`src/rtl/unidad_carga_almacen.sv`:
```
// rtl/unidad_carga_almacen.sv - load/store unit in front of the big-endian MemDatos memory
// Sub-word stores use read-modify-write; faulty accesses finish without touching memory.
module unidad_carga_almacen #(
  parameter int TAM_MEM = 256
) (
  input  logic        clk,
  input  logic        reset,
  input  logic        Req,
  input  logic [2:0]  Op,
  input  logic [31:0] Dir,
  input  logic [31:0] DatoE,
  output logic        Ocupado,
  output logic        Listo,
  output logic        Error,
  output logic [31:0] DatoCarga,
  output logic [31:0] MemDir,
  output logic [31:0] MemDatoE,
  output logic        MemWrite,
  output logic        MemRead,
  input  logic [31:0] MemDatoS
);

  localparam logic [2:0] OP_LB  = 3'b000;
  localparam logic [2:0] OP_LH  = 3'b001;
  localparam logic [2:0] OP_LW  = 3'b010;
  localparam logic [2:0] OP_LBU = 3'b011;
  localparam logic [2:0] OP_LHU = 3'b100;
  localparam logic [2:0] OP_SB  = 3'b101;
  localparam logic [2:0] OP_SH  = 3'b110;
  localparam logic [2:0] OP_SW  = 3'b111;
  localparam logic [31:0] L_PALABRAS = 32'(TAM_MEM / 4);

  typedef enum logic [2:0] {INACTIVO, LEER, LEER_RMW, ESCRIBIR, FIN} estado_t;

  estado_t     r_estado;
  logic [2:0]  r_op;
  logic [1:0]  r_off;
  logic [15:0] r_dato;

  logic        w_desal;
  logic        w_fuera;
  logic        w_error;
  logic [7:0]  w_byte;
  logic [15:0] w_media;
  logic [31:0] w_carga;
  logic [31:0] w_fusion;

  assign Ocupado = (r_estado != INACTIVO);

  always_comb begin
    w_desal = 1'b0;
    case (Op)
      OP_LH, OP_LHU, OP_SH: w_desal = Dir[0];
      OP_LW, OP_SW:         w_desal = |Dir[1:0];
      default:              w_desal = 1'b0;
    endcase
  end

  assign w_fuera = ({2'b00, Dir[31:2]} >= L_PALABRAS);
  assign w_error = w_desal | w_fuera;

  // Big-endian lane selection: offset 0 is the most significant byte.
  always_comb begin
    w_byte = MemDatoS[7:0];
    case (r_off)
      2'd0:    w_byte = MemDatoS[31:24];
      2'd1:    w_byte = MemDatoS[23:16];
      2'd2:    w_byte = MemDatoS[15:8];
      default: w_byte = MemDatoS[7:0];
    endcase
  end

  assign w_media = r_off[1] ? MemDatoS[15:0] : MemDatoS[31:16];

  always_comb begin
    w_carga = MemDatoS;
    case (r_op)
      OP_LB:   w_carga = {{24{w_byte[7]}}, w_byte};
      OP_LBU:  w_carga = {24'd0, w_byte};
      OP_LH:   w_carga = {{16{w_media[15]}}, w_media};
      OP_LHU:  w_carga = {16'd0, w_media};
      default: w_carga = MemDatoS;
    endcase
  end

  always_comb begin
    w_fusion = MemDatoS;
    if (r_op == OP_SB) begin
      case (r_off)
        2'd0:    w_fusion[31:24] = r_dato[7:0];
        2'd1:    w_fusion[23:16] = r_dato[7:0];
        2'd2:    w_fusion[15:8]  = r_dato[7:0];
        default: w_fusion[7:0]   = r_dato[7:0];
      endcase
    end else if (r_off[1]) begin
      w_fusion[15:0] = r_dato;
    end else begin
      w_fusion[31:16] = r_dato;
    end
  end

  always_ff @(posedge clk or posedge reset) begin
    if (reset) begin
      r_estado  <= INACTIVO;
      r_op      <= 3'd0;
      r_off     <= 2'd0;
      r_dato    <= 16'd0;
      Listo     <= 1'b0;
      Error     <= 1'b0;
      DatoCarga <= 32'd0;
      MemDir    <= 32'd0;
      MemDatoE  <= 32'd0;
      MemWrite  <= 1'b0;
      MemRead   <= 1'b0;
    end else begin
      case (r_estado)
        INACTIVO: begin
          if (Req) begin
            r_op   <= Op;
            r_off  <= Dir[1:0];
            r_dato <= DatoE[15:0];
            if (w_error) begin
              r_estado <= FIN;
              Listo    <= 1'b1;
              Error    <= 1'b1;
            end else begin
              MemDir <= {Dir[31:2], 2'b00};
              if (Op == OP_SW) begin
                r_estado <= ESCRIBIR;
                MemDatoE <= DatoE;
                MemWrite <= 1'b1;
              end else if (Op == OP_SB || Op == OP_SH) begin
                r_estado <= LEER_RMW;
                MemRead  <= 1'b1;
              end else begin
                r_estado <= LEER;
                MemRead  <= 1'b1;
              end
            end
          end
        end
        LEER: begin
          DatoCarga <= w_carga;
          MemRead   <= 1'b0;
          Listo     <= 1'b1;
          r_estado  <= FIN;
        end
        LEER_RMW: begin
          MemDatoE <= w_fusion;
          MemRead  <= 1'b0;
          MemWrite <= 1'b1;
          r_estado <= ESCRIBIR;
        end
        ESCRIBIR: begin
          MemWrite <= 1'b0;
          Listo    <= 1'b1;
          r_estado <= FIN;
        end
        default: begin
          Listo    <= 1'b0;
          Error    <= 1'b0;
          r_estado <= INACTIVO;
        end
      endcase
    end
  end

endmodule

```
`config.mk`:
```
export PLATFORM = sky130hd
export DESIGN_NAME = unidad_carga_almacen
export DESIGN_NICKNAME = d
export VERILOG_FILES = /design/src/rtl/unidad_carga_almacen.sv
export SDC_FILE = /design/constraint.sdc
export NUM_CORES = 1
export LEC_CHECK = 0
export ABC_AREA = 1
export CORE_ASPECT_RATIO = 1.2
export CORE_MARGIN = 3
export CORE_UTILIZATION = 40
export CTS_BUF_LIST = sky130_fd_sc_hd__clkbuf_4
export DETAILED_ROUTE_END_ITERATION = 16
export GPL_ROUTABILITY_DRIVEN = 0
export PLACE_DENSITY_LB_ADDON = 0.1
export SLEW_MARGIN = 40
export SYNTH_ARGS = -nofsm -noshare
export SYNTH_HDL_FRONTEND = slang
export SYNTH_SLANG_ARGS = --single-unit
```
`constraint.sdc`:
```
create_clock -name clk -period 5.35 [get_ports clk]
set_input_delay 1.605 -clock clk [delete_from_list [all_inputs] [get_ports clk]]
set_output_delay 1.605 -clock clk [all_outputs]
set_load 0.03 [all_outputs]
```
==> out/results.txt <==
Status -> complete, no violations
Pin count of the biggest net entering global routing -> 77
Initial cell density of the core -> 0.412
Synth Instances -> 969
FP Rows -> 52
Commonest non-fill, non-tap cell in the layout -> nand2_1
Type of the worst setup path -> reg -> out
Sequential share of the synthesized area -> 0.435
Vias in the first global route -> 6,717
PortBufs -> 200
Via density -> 5.16
Number of post-CTS setup repair buffers -> 0
Most used DFF post-synth -> dfrtp_1
CTS resizes -> 0
Syn avg cell area -> 7.25 um^2
Startpoint types -> flop
PnR worst setup slack -> 1.79 ns
TNS Setup -> 0 ns
Synth async-reset ratio -> 1.00
Layout cells sized above 1 -> 0.0701
FMAX -> 281 MHz
#FFs+latches synth -> 122
Pleak -> 4.62 nW
CTS root buf -> clkbuf_4
Final ANT Viol Nets -> 0
Netlist cell types -> 27
TritonCTS Buffers -> 17
Final Hold Vio Count -> 0
Max-capacitance violation count -> 0
Wire length of the first global-routing pass -> 36,200 um
Clk buf depth -> 2
CTS H-Tree Depth -> 4
Total Die Area -> 19,200 um^2
Slew HR -> 0.502
Initial antenna violation count -> 1
# placed instances -> 1,340
RSZ-0062 raised after global routing -> no
Area Growth Syn to Fin -> 33.2%
CTS clk-pin slew, worst paths -> 0.10 ns
Fin crit period -> 3.56 ns
CTS sink cnt -> 122
Starting DRT DRC Count -> 533
# DRC -> 0
CTS tree -> yes
Wire per inst -> 16.4 um
Core area -> 17,000 um^2
Power Dens Cells -> 436 nW/um^2
Post-synth EDFFs -> 0
Final #Nets -> 1,245
DRT Wirelength -> 22,500 um
Worst-Margin Slew -> 0.747 ns
Crit share post-route -> 0.666
GRT overflow -> 0
Crit path max fanout -> 6
Most frequent cells in the layout -> nand2_1 (371), clkdlybuf4s50_1 (200), nand3_1 (123)
Clock Latency Late Sink -> 0.56 ns
GRT Total Usage -> 0.238
Fin util -> 0.549
Via Count -> 7,088
Die width -> 127 um
Clk_skew -> 0.0236 ns
Crit. End Element -> output port
Worst vdd ir -> 0.000190 V
Critical path required time -> 3.74 ns
Yosys Warn Count -> 0
Mapped cell area -> 7020 um^2
Slew Limit Fails -> 0
DR pass1 iterations -> 5
Final setup fails -> 0
Hold Crit Class -> reg -> reg
Io pins -> 203
Placement Setup Slack -> 1.71 ns
Cell Count, Final, Fillers Out -> 1,374
Die span in y -> 151 um
Hold Buf Count CTS -> 0
Crit path DAT -> 1.96 ns
Placed wire-length estimate -> 16,500 um
-- stage by stage --
stage / power (mW) / cell area, um^2 / hold WS (ns)
after CTS: 4.09 / 9350 / 0.478
after detailed placement: 3.42 / 9070 / 0.451
after floorplan: 2.75 / 7030 / 0.425
after global placement: 3.40 / 9070 / 0.447
after global routing: 4.37 / 9350 / 0.501
final: 4.08 / 9350 / 0.475
-- layout make-up --
class / instances / area [um^2]
inverters: 90 / 340
repair buffers: 211 / 2080
clock buffers: 19 / 143
multi-input cells: 701 / 3330
clock inverters: 13 / 129
flip-flops and latches: 122 / 3050
well taps: 216 / 270
diodes: 2 / 5.00
fillers: 1729 / 7690
-- registers in the layout, indices dropped and copies added, names as in the netlist --
name,flops
r_op,3
r_off,2
r_estado,3
MemRead,1
MemDatoE,32
MemWrite,1
Error,1
DatoCarga,32
r_dato,16
Listo,1
MemDir,30
-- cells in the mapped netlist (all sizes together), types with 13 or more instances --
cell / instances / area (um^2)
o21ai: 49 / 257
inv: 90 / 338
buf: 44 / 260
o211ai: 39 / 298
clkbuf: 13 / 48.8
mux2: 16 / 180
nor2: 25 / 98.8
nand2: 375 / 1420
nand4: 38 / 250
a21oi: 31 / 155
nand3: 125 / 643
dfrtp: 122 / 3050
-- report_power, final --
group	internal, mW	switching (mW)
clock	0.282	0.375
combinational	0.744	1.28
sequential	1.16	0.241
total	2.19	1.89
-- critical path, cell delays in order (launching register included) --
cell	delay, ns
dfrtp_1	0.43
nor2_1	0.06
nand2_1	0.21
clkdlybuf4s50_1	0.73
-- cells by family (layout without fill, tap and decap cells) --
| logic type | Yosys count | count (layout) | synth area share |
|---|---|---|---|
| AND/OR/NAND/NOR | 563 | 563 | 0.343 |
| buffers and inverters | 147 | 333 | 0.0921 |
| flip-flops | 122 | 122 | 0.435 |
| AO/OA/AOI/OAI | 120 | 120 | 0.104 |
| multiplexers | 16 | 16 | 0.0257 |
| other | 1 | 4 | 0.000534 |
-- final timing paths --
| kind | end | from | cells past startpoint | slack, ns |
|---|---|---|---|---|
| hold reg to reg | MemDir[17]$_DFFE_PP0P_ | MemDir[17]$_DFFE_PP0P_ | 2 | 0.48 |
| min in group asynchronous | r_dato[5]$_DFFE_PP0P_ | reset | 2 | 1.51 |
| max in group asynchronous | r_dato[11]$_DFFE_PP0P_ | reset | 3 | 3.03 |
| setup / recovery | Ocupado | r_estado[1]$_DFFE_PP0P_ | 3 | 1.79 |
| setup reg to reg | DatoCarga[11]$_DFFE_PP0P_ | r_off[1]$_DFFE_PP0P_ | 7 | 2.56 |
| hold / removal | MemDir[17]$_DFFE_PP0P_ | MemDir[17]$_DFFE_PP0P_ | 2 | 0.48 |
-- layer usage --
layer	share of wire	track usage	vias to the layer above	routed length [um]
li1	-	-	3528	-
met1	0.43	0.317	3261	9700
met2	0.47	0.377	262	10500
met3	0.077	0.0653	37	1740
met4	0.025	0.0783	0	561
met5	0	0	-	0
Power figures use the tool's default switching activity.
